**config.mk**
```make
export PLATFORM = sky130hd
export DESIGN_NAME = frame_xmtr
export DESIGN_NICKNAME = d
export VERILOG_FILES = /design/src/rtl/frame_xmtr.sv
export SDC_FILE = /design/constraint.sdc
export NUM_CORES = 1
export LEC_CHECK = 0
export BUFFER_PORTS_ARGS = -buffer_cell sky130_fd_sc_hd__buf_4
export CORE_UTILIZATION = 61
export CTS_BUF_LIST = sky130_fd_sc_hd__clkbuf_8
export CTS_CLUSTER_DIAMETER = 150
export DETAILED_ROUTE_END_ITERATION = 6
export PLACE_DENSITY_LB_ADDON = 0.3
export SLEW_MARGIN = 20
export SYNTH_ARGS = -nofsm -noshare
export SYNTH_HDL_FRONTEND = slang
export SYNTH_SLANG_ARGS = --single-unit
```
**constraint.sdc**
```tcl
create_clock -name clock -period 2.82 [get_ports clock]
set_input_delay 0.564 -clock clock [delete_from_list [all_inputs] [get_ports clock]]
set_output_delay 0.564 -clock clock [all_outputs]
set_load 0.05 [all_outputs]
```
**src/rtl/frame_xmtr.sv**
```systemverilog
// Serial frame transmitter: sends the MATCH header then the payload byte, MSB first,
// on one wire. A holding register in front of the shift register lets the producer
// queue the next byte while the current frame goes out.
// Optional build macro FRAME_XMTR_PARITY_EN appends an even-parity bit after the payload.
module frame_xmtr #(
  parameter logic [7:0]  MATCH = 8'hA5,
  parameter int unsigned GAP   = 0
) (
  input  logic       clock,
  input  logic       reset,
  input  logic [7:0] data_in,
  input  logic       writing,
  output logic       full,
  output logic       busy,
  output logic       overrun,
  output logic       data_out
);

  localparam logic [3:0] GapLen = 4'(GAP);

`ifdef FRAME_XMTR_PARITY_EN
  typedef enum logic [2:0] {StIdle, StHead, StBody, StGap, StPar} state_e;
`else
  typedef enum logic [1:0] {StIdle, StHead, StBody, StGap} state_e;
`endif

  state_e     state_q;
  logic [7:0] hold_q;
  logic [7:0] shift_q;
  logic [3:0] bit_cnt_q;
  logic [3:0] gap_cnt_q;
  logic       full_q;
  logic       busy_q;
  logic       overrun_q;
  logic       data_out_q;
`ifdef FRAME_XMTR_PARITY_EN
  logic       parity_q;
`endif

  logic frame_end;
  logic load;
  logic accept;

  // Frame-end detection, hold-to-shift transfer and write acceptance
  always_comb begin
`ifdef FRAME_XMTR_PARITY_EN
    frame_end = (state_q == StPar);
`else
    frame_end = (state_q == StBody) && (bit_cnt_q == 4'd7);
`endif
    load   = full_q && ((state_q == StIdle) ||
                        (frame_end && (GapLen == 4'd0)) ||
                        ((state_q == StGap) && (gap_cnt_q == 4'd1)));
    // A write while full is still taken if the hold register empties on this edge
    accept = writing && (!full_q || load);
  end

  // Transmit FSM with registered serial output and status flags
  always_ff @(posedge clock or negedge reset) begin
    if (!reset) begin
      state_q    <= StIdle;
      hold_q     <= 8'h00;
      shift_q    <= 8'h00;
      bit_cnt_q  <= 4'd0;
      gap_cnt_q  <= 4'd0;
      full_q     <= 1'b0;
      busy_q     <= 1'b0;
      overrun_q  <= 1'b0;
      data_out_q <= ~MATCH[7];
`ifdef FRAME_XMTR_PARITY_EN
      parity_q   <= 1'b0;
`endif
    end else begin
      if (accept) begin
        hold_q    <= data_in;
        full_q    <= 1'b1;
        overrun_q <= 1'b0;
      end else begin
        if (load) full_q <= 1'b0;
        if (writing) overrun_q <= 1'b1;
      end

      if (load) begin
        shift_q    <= hold_q;
`ifdef FRAME_XMTR_PARITY_EN
        parity_q   <= ^hold_q;
`endif
        state_q    <= StHead;
        data_out_q <= MATCH[7];
        bit_cnt_q  <= 4'd0;
        busy_q     <= 1'b1;
      end else if (frame_end) begin
        // Line goes to idle level whether a gap follows or not
        data_out_q <= ~MATCH[7];
        if (GapLen != 4'd0) begin
          state_q   <= StGap;
          gap_cnt_q <= GapLen;
        end else begin
          state_q <= StIdle;
          busy_q  <= 1'b0;
        end
      end else begin
        case (state_q)
          StIdle: ;
          StHead: begin
            if (bit_cnt_q == 4'd7) begin
              state_q    <= StBody;
              data_out_q <= shift_q[7];
              shift_q    <= {shift_q[6:0], 1'b0};
              bit_cnt_q  <= 4'd0;
            end else begin
              data_out_q <= MATCH[3'd6 - bit_cnt_q[2:0]];
              bit_cnt_q  <= bit_cnt_q + 4'd1;
            end
          end
          StBody: begin
            if (bit_cnt_q == 4'd7) begin
`ifdef FRAME_XMTR_PARITY_EN
              state_q    <= StPar;
              data_out_q <= parity_q;
`endif
            end else begin
              data_out_q <= shift_q[7];
              shift_q    <= {shift_q[6:0], 1'b0};
              bit_cnt_q  <= bit_cnt_q + 4'd1;
            end
          end
          StGap: begin
            if (gap_cnt_q == 4'd1) begin
              state_q <= StIdle;
              busy_q  <= 1'b0;
            end else begin
              gap_cnt_q <= gap_cnt_q - 4'd1;
            end
          end
          default: state_q <= StIdle;
        endcase
      end
    end
  end

  assign full     = full_q;
  assign busy     = busy_q;
  assign overrun  = overrun_q;
  assign data_out = data_out_q;

endmodule
```
Yosys cells after proc, flatten, opt, wreduce, memory -nomap -nowiden:

Memories as Yosys holds them, arrays and structs flattened.
Index checks and enable logic that the tools add are counted.

* bits in registers: 30
* bits in latches: 0
* bits in writable memories: 0
* bits in read-only memories: 8
* bits of input ports: 11
* output and inout bits: 4
* logic and storage cells: 79
* memories kept: 1

* $add $sub $neg: 3
* $mul: 0
* div/mod/pow operators: 0
* magnitude comparators: 1
* eq/ne operators: 11
* shifts and indexed selects: 0
* multiplexer cells: 29
* bitwise operators: 3
* reduce and logical (&&, ||, !) cells: 22

Memories
* (name not given): words 8, width 1, read ports 1, clocked after memory_dff 0, write ports 0, line 112 `data_out_q <= MATCH[3'd6 - bit_cnt_q[2:0]];`

Operator list (count)
* 2-to-1 mux 8 bit: 4
* 2-to-1 mux 4 bit: 4
* one-hot mux 8 bit (2 select lines): 1
* 2-to-1 mux 1 bit: 13
* nonzero test 3 bit: 3
* 2-to-1 mux 2 bit: 4
* != test 4 bit (second input constant): 2
* one-hot mux 4 bit (2 select lines): 1
* AND reduction 4 bit: 2
* nonzero test 4 bit: 2
* != test 3 bit (second input constant): 2
* AND reduction 3 bit: 2
* adder 4 x 1 -> 4 bit (second input constant): 1
* equality test 2 bit (second input constant): 2
* equality test 4 x 1 -> 1 bit (second input constant): 1
* equality test 4 x 3 -> 1 bit (second input constant): 1
* logical AND 1 bit: 4
* less-than comparator 3 x 4 -> 1 bit (second input constant): 1
* != test 4 x 3 -> 1 bit (second input constant): 1
* one-hot mux 2 bit (2 select lines): 1
* AND reduction 2 bit: 2
* nonzero test 2 bit: 2
* subtractor 4 x 1 -> 4 bit (second input constant): 1
* logical OR 1 bit: 3
* other kinds (7): 9

Logic depth before layout (Yosys ltp):

Gate-level depths: netlist of the first run.

* word-level depth: 8
* depth in mapped cells: 8
* gate-level depth less buffers: 6

Least setup slack after synthesis of the first run:

OpenSTA, ideal clock, no wires.

* kind: register to register
* start: reg state_q[0]
* end: reg hold_q[0]
* library setup time: 0.125 ns
* arrival: 1.896 ns
* required time: 2.695 ns
* slack: 0.799 ns
* stages on the path, launching flop included: 8
* buffers on the path: 1
* period minus slack after synthesis: 2.021 ns
* cell sequence: dfrtp_1 inv_1 ha_1 and4b_1 buf_6 or2_4 o21ai_4 mux2_2

* cells in the longest elaborated chain, start to end: 7
* elaborated cells on any way between the ends: 10
* those cells by class: eq/ne: 2; reduce/logical: 8

RTL lines
* from (decl): line 27 `state_e state_q;`
* from (signal assigned): line 61 `state_q <= StIdle;`
* from (signal assigned): line 88 `state_q <= StHead;`
* from (signal assigned): line 96 `state_q <= StGap;`
* equality test 2 bit: line 49 `frame_end = (state_q == StBody) && (bit_cnt_q == 4'd7);`
* logical AND 1 bit: line 49
* logical OR 1 bit: line 51 `load = full_q && ((state_q == StIdle) ||`
* logical OR 1 bit (*): line 52 `(frame_end && (GapLen == 4'd0)) ||`
* logical AND 1 bit (*): line 51
* logical OR 1 bit (*): line 55 `accept = writing && (!full_q || load);`
* logical AND 1 bit (*): line 55
* to (signal assigned): line 75 `hold_q <= data_in;`
* to (decl): line 28 `logic [7:0] hold_q;`

Mark *: on every way between the ends. The rest lies on a longest branch, timed or not.
A chain may end at the register's enable or synchronous reset.

Worst setup path in the final report of the first run:

* start: reg state_q[0]
* end: reg hold_q[5]

The elaborated chain is that of the path after synthesis.

==> metrics, run 1 <==
Finish-stage setup viols=0; setup bufs post-CTS=0; H-tree levels=2; placed cells=188; EDFF count, synth=0; worst setup margin=0.4643 ns; wire per inst=14.48 um; largest family of logic cells by synthesized area=simple AND/OR/NAND/NOR gates; initial antenna violation count=0; RSZ-0062 raised after global routing=false; CTS Hold Bufs=0; Setup CP Type=reg2reg; number of buffers created by CTS=5; Via Count=1151; Starting Density=0.6480; HPWL after DPL=2.019 mm; Synth Net Count=170; grt total ovfl=0; final wirelength=2.824 mm; mapped cell area=1605 um^2; share of cells above drive strength 1=0.2182; area of the multi-input gates=784.5 um^2; Max clock buf depth=2; CTS tree=done; Worst R2R End=hold_q[5]$_DFFE_PN0P_; R2R setup slack=0.46 ns; Clock Skews=0.003917 ns; xor/xnor share of the synthesized area=0.02728; Vias/cell=5.903; post-synthesis compound-gate area fraction=0.1380; fin crit share=0.8353; post-CTS sizing=0; HP Class=in2async; fillcell total=190; Slew headroom=0.5786; critical path arrival=2.52 ns; I/O pin cnt=15; final total power=2140 uW; Worst setup endpoint=hold_q[5]$_DFFE_PN0P_; setup TNS=0 ns; maxcap violations=0; port buffer count=14; status=completed; register area=750.7 um^2; Final Slew Violations=0; Cells after Synth=151; adder-cell share of the synthesized area=0.06235; Main synth FF type=dfrtp_1; YS warnings=0; Fin Hold WS=0.1978 ns; startpoint type of the worst setup path=flip-flop; RD Place Congestion=0.8997; Root Driver=clkbuf_8; Hold Fails Final Rpt=0; simple logic cell fraction of the synthesized area=0.1419; number of synthesized register bits=30; antenna viol nets, final=0; register clock-pin slew on the reported worst setup and hold paths=0.06 ns; Final Non-Filler Cells=195; area of the core=2477 um^2; crit end category=flip-flop; crit path time final=2.356 ns; Die X=53.30 um; ANT cells=0; GRT Total Usage=0.2424; Remaining DRCs=0; Yosys top cell by area=dfrtp_1; TritonCTS Sinks=30; crit-path max FO=14; PwrDens=1193 nW/um^2; Async SR Flop Fraction=1.000; Area Overhead vs Synth=11.77%; vias in the first global route=1115; Die Span Y=53.30 um; worst-margin pin slew=0.6236 ns; global-route wire length before repair=4.740 mm; sequential area share after synthesis=0.4677; IR drop worst, VDD=0.7999 mV; nets@finish=184; syn avg cell area=10.63 um^2; Worst R2R Path Depth=6; DRT iter0 DRCs=22; Area contributors post-synth=dfrtp_1 47%, ha_1 6.2%, mux2i_1 5.6%; post-synth top area share=0.4677; Leakage=0.0008001 uW; drt pass-1 iters=4; f_max=424.5 MHz; Netlist cell types=41; CP required=2.98 ns; worst skew pair latency=0.28 ns; Worst setup startpoint=state_q[0]$_DFFE_PN0P_; r2r startpoint=state_q[0]$_DFFE_PN0P_; cell row count=18; largest net degree at the start of global routing=31; die area=2841 um^2; post-synthesis mux area share=0.1193; pre-CTS setup slack=0.4800 ns
cells in the mapped netlist, types with 3 or more instances:
master / number
dfrtp_1: 30
o21ai_0: 16
nand2_1: 11
mux2i_1: 9
ha_1: 8
inv_1: 8
mux2_2: 8
nor2_1: 6
a21oi_1: 4
clkbuf_1: 4
nand3_1: 4
nor3_1: 4
xnor2_1: 3
flip-flops by register name (all words and copies together) (netlist names):
signal and flops:
state_q 2, full 1, hold_q 8, gap_cnt_q 4
bit_cnt_q 4, data_out 1, busy 1, overrun 1
shift_q 8
layout make-up:
type                            count  area share
Clock buffer                        5     0.03835
Clock inverter                      2    0.005579
Inverter                            8     0.01674
Multi-Input combinational cell    105      0.4372
Sequential cell                    30      0.4184
Tap cell                           30     0.02092
Timing Repair Buffer               15     0.06276
routing by layer:
layer	vias up	share of wire	GRT usage
li1	556	-	-
met1	569	0.44	0.2609
met2	21	0.51	0.4125
met3	5	0.033	0.08333
met4	0	0.012	0.1272
met5	-	0	0
worst max-delay path, stage by stage, from the launching register on:
cell,delay [ns]
dfrtp_1,0.44
inv_1,0.10
ha_1,0.35
and4b_1,0.35
or2_4,0.31
o21ai_4,0.31
mux2_2,0.38
cell families after synthesis:
group,Yosys count
AND/OR/NAND/NOR,41
multiplexers,18
flip-flops,30
adder cells (fa/ha/maj),8
AO/OA/AOI/OAI,33
buffers and inverters,16
XOR/XNOR,5
per-stage QoR:
stage / area, um^2 / util
6_report: 1794 / 0.7242
5_1_grt: 1794 / 0.7242
4_1_cts: 1794 / 0.7242
3_5_place_dp: 1715 / 0.6924
3_3_place_gp: 1715 / 0.6924
2_1_floorplan: 1605 / -
how the worst min path moves through the flow:
stage / start / to / slack, ns
global route: reset / data_out$_DFFE_PN0P_ / 0.23
detailed placement: hold_q[0]$_DFFE_PN0P_ / shift_q[0]$_DFFE_PN0P_ / 0.48
global placement: hold_q[2]$_DFFE_PN0P_ / shift_q[2]$_DFFE_PN0P_ / 0.46
finish: reset / gap_cnt_q[1]$_DFFE_PN0P_ / 0.20
CTS: reset / data_out$_DFFE_PN0P_ / 0.20
floorplan: reset / bit_cnt_q[0]$_DFFE_PN0P_ / 0.27
power by group:
| part | switching [uW] | internal (uW) | leakage, uW |
|---|---|---|---|
| Clock | 155 | 165 | 0.0000438 |
| Sequential | 169 | 644 | 0.000360 |
| Combinational | 548 | 460 | 0.000397 |
cells in the final DEF, fill, tap and decap left out, types with 2 or more instances in the layout:
master	instances
dfrtp_1	30
o21ai_0	16
buf_4	15
nand2_1	11
mux2i_1	9
inv_1	8
mux2_2	8
ha_1	8
nor2_1	6
clkbuf_8	5
nor3_1	4
a21oi_1	4
nand3_1	4
xnor2_1	3
nand2b_1	2
or2_2	2
xor2_1	2
nand4b_1	2
nor3b_1	2
a211o_1	2
o31ai_1	2
clkinv_2	2
Power figures use the tool's default switching activity.
==> run 2, diff against run 1 <==
--- a/config.mk
+++ b/config.mk
@@ -5,8 +5,9 @@
 export SDC_FILE = /design/constraint.sdc
 export NUM_CORES = 1
 export LEC_CHECK = 0
+export ABC_AREA = 1
 export BUFFER_PORTS_ARGS = -buffer_cell sky130_fd_sc_hd__buf_4
-export CORE_UTILIZATION = 61
+export CORE_UTILIZATION = 55
 export CTS_BUF_LIST = sky130_fd_sc_hd__clkbuf_8
 export CTS_CLUSTER_DIAMETER = 150
 export DETAILED_ROUTE_END_ITERATION = 6
==> constraint.sdc (replaced) <==
create_clock -name clock -period 1.94 [get_ports clock]
set_input_delay 0.388 -clock clock [delete_from_list [all_inputs] [get_ports clock]]
set_output_delay 0.388 -clock clock [all_outputs]
set_load 0.05 [all_outputs]
==> metrics, run 2 <==
HPWL after DPL=2.100 mm; EDFF count, synth=0; Flop pwr share=0.322; highest-count cells in the layout ignoring fill and taps=61 x nand2_1, 30 x dfrtp_1, 27 x inv_1; largest net degree at the start of global routing=31; startpoint type of the worst setup path=flip-flop; number of buffers created by CTS=5; worst skew pair latency=0.28 ns; sequential area share after synthesis=0.4662; share of cells above drive strength 1=0.1261; Die Span Y=56.11 um; Clock Skews=0.008335 ns; Cells after Synth=203; r2r startpoint=state_q[0]$_DFFE_PN0P_; Remaining DRCs=0; Finish-stage setup viols=0; antenna viol nets, final=0; Via Count=1322; PwrDens=1876 nW/um^2; Starting Density=0.5839; global-route wire length before repair=5.037 mm; Hold Fails Final Rpt=0; P_sw=1511 uW; crit path time final=1.787 ns; Worst path max stage delay=0.42 ns; final wirelength=2.883 mm; Root Driver=clkbuf_8; Main synth FF type=dfrtp_1; Internal=2013 uW; Leakage=0.001011 uW; initial antenna violation count=0; Clk pwr share=0.222; post-CTS sizing=0; ANT cells=0; grt total ovfl=0; most common cell in the synthesized netlist=nand2_1; maxcap violations=0; Area Overhead vs Synth=16.63%; CTS Hold Bufs=0; DRT iter0 DRCs=82; status=completed; crit end category=flip-flop; post-layout util=0.6810; CP dominant cell by count=nor2_1; crit path cell chain=inv_1, ha_1, nand4_4, nand3_2, nand2_8, nand2_1, nor2_1, nor2_1; Regs by FF count=hold_q: 8 flops, shift_q: 8 flops; worst-margin pin slew=0.3788 ns; drt pass-1 iters=4; commonest non-fill, non-tap cell in the layout=nand2_1; Vias/cell=5.225; Area contributors post-synth=dfrtp_1 47%, nand2_1 14%, inv_1 6.3%; Worst R2R End=shift_q[7]$_DFFE_PN0P_; Setup CP Type=reg2reg; Synth Net Count=222; Max clock buf depth=2; I/O pin cnt=15; Async SR Flop Fraction=1.000; Die X=56.11 um; Slew headroom=0.7475; Final Slew Violations=0; register clock-pin slew on the reported worst setup and hold paths=0.07 ns; crit-path max FO=27; Netlist cell types=23; cell row count=19; DP Area=1727 um^2; Switching Fraction=0.4288; H-tree levels=2; area of the core=2758 um^2; critical path arrival=1.96 ns; vias in the first global route=1197; wire per inst=11.40 um; synth cell count leaders=61 x nand2_1, 30 x dfrtp_1, 27 x inv_1, 23 x nor2_1, 15 x nand3_1; post-route design area=1878 um^2; mapped cell area=1610 um^2; nets@finish=240; YS warnings=0; CP required=2.12 ns; R2R setup slack=0.15 ns; Comb pwr share=0.456; TritonCTS Sinks=30; CTS tree=done; Yosys top cell by area=dfrtp_1; number of synthesized register bits=30; HP Class=in2async; RSZ-0062 raised after global routing=false; port buffer count=14; Slowest cell on crit path=dfrtp_1; setup bufs post-CTS=0; die area=3148 um^2; IR drop worst, VDD=1.598 mV; post-synth top area share=0.4662; setup TNS=0 ns; Worst R2R Path Depth=8; f_max=559.5 MHz; syn avg cell area=7.932 um^2; RD Place Congestion=0.8685; fin crit share=0.9213; GRT Total Usage=0.2106
[run 2: logic make-up after synthesis]
family	after synthesis	synth area share
compound gates	20	0.06449
buf+inv	30	0.08003
flops	30	0.4662
xor+xnor	3	0.01632
fa+ha+maj	8	0.06216
simple gates	112	0.3108
[run 2: metrics by stage]
| step | total power [uW] | setup WS [ns] | hold slack, ns | instances |
|---|---|---|---|---|
| after floorplan | 2386 | 0.3922 | 0.09241 | 203 |
| after global placement | 2637 | 0.2103 | 0.3311 | 245 |
| after detailed placement | 2718 | 0.1066 | 0.3384 | 245 |
| after CTS | 3513 | 0.09552 | 0.03442 | 253 |
| after global routing | 3852 | 0.01488 | 0.03892 | 253 |
| final | 3524 | 0.1527 | 0.01857 | 253 |
[run 2: power groups by stage]
| stage | Sequential (uW) | Combinational [uW] | Clock, uW |
|---|---|---|---|
| 6_report | 1130 | 1610 | 784 |
| 3_5_place_dp | 1140 | 1580 | 0 |
| 5_1_grt | 1170 | 1860 | 822 |
| 3_3_place_gp | 1120 | 1520 | 0 |
| 4_1_cts | 1130 | 1590 | 797 |
| 2_1_floorplan | 1210 | 1170 | 0 |
[run 2: worst max path at each step]
stage / from / endpoint / slack (ns)
6_report: state_q[0]$_DFFE_PN0P_ / shift_q[7]$_DFFE_PN0P_ / 0.15
5_1_grt: state_q[0]$_DFFE_PN0P_ / shift_q[5]$_DFFE_PN0P_ / 0.01
4_1_cts: state_q[0]$_DFFE_PN0P_ / shift_q[7]$_DFFE_PN0P_ / 0.1
3_5_place_dp: state_q[0]$_DFFE_PN0P_ / shift_q[7]$_DFFE_PN0P_ / 0.11
3_3_place_gp: state_q[0]$_DFFE_PN0P_ / shift_q[3]$_DFFE_PN0P_ / 0.21
2_1_floorplan: state_q[0]$_DFFE_PN0P_ / hold_q[7]$_DFFE_PN0P_ / 0.39
[run 2: cell type report]
| type | count | area [um^2] |
|---|---|---|
| clock buffers | 6 | 82.58 |
| clock inverters | 2 | 60.06 |
| fillers | 217 | 879.6 |
| inverters | 27 | 101.3 |
| multi-input cells | 143 | 739.5 |
| flip-flops and latches | 30 | 750.7 |
| well taps | 31 | 38.79 |
| repair buffers | 14 | 105.1 |
[run 2: routing by layer]
layer / share of wire / GRT usage / vias to the layer above
li1: - / - / 677
met1: 0.46 / 0.2684 / 605
met2: 0.47 / 0.3265 / 36
met3: 0.048 / 0.06744 / 4
met4: 0.020 / 0.09756 / 0
met5: 0 / 0 / -
[run 2: worst max-delay path, delay by kind of cell, from the launching register on]
family / cells / cell delay (ns)
buf+inv: 1 / 0.09
simple gates: 6 / 0.93
flops: 1 / 0.42
fa+ha+maj: 1 / 0.24
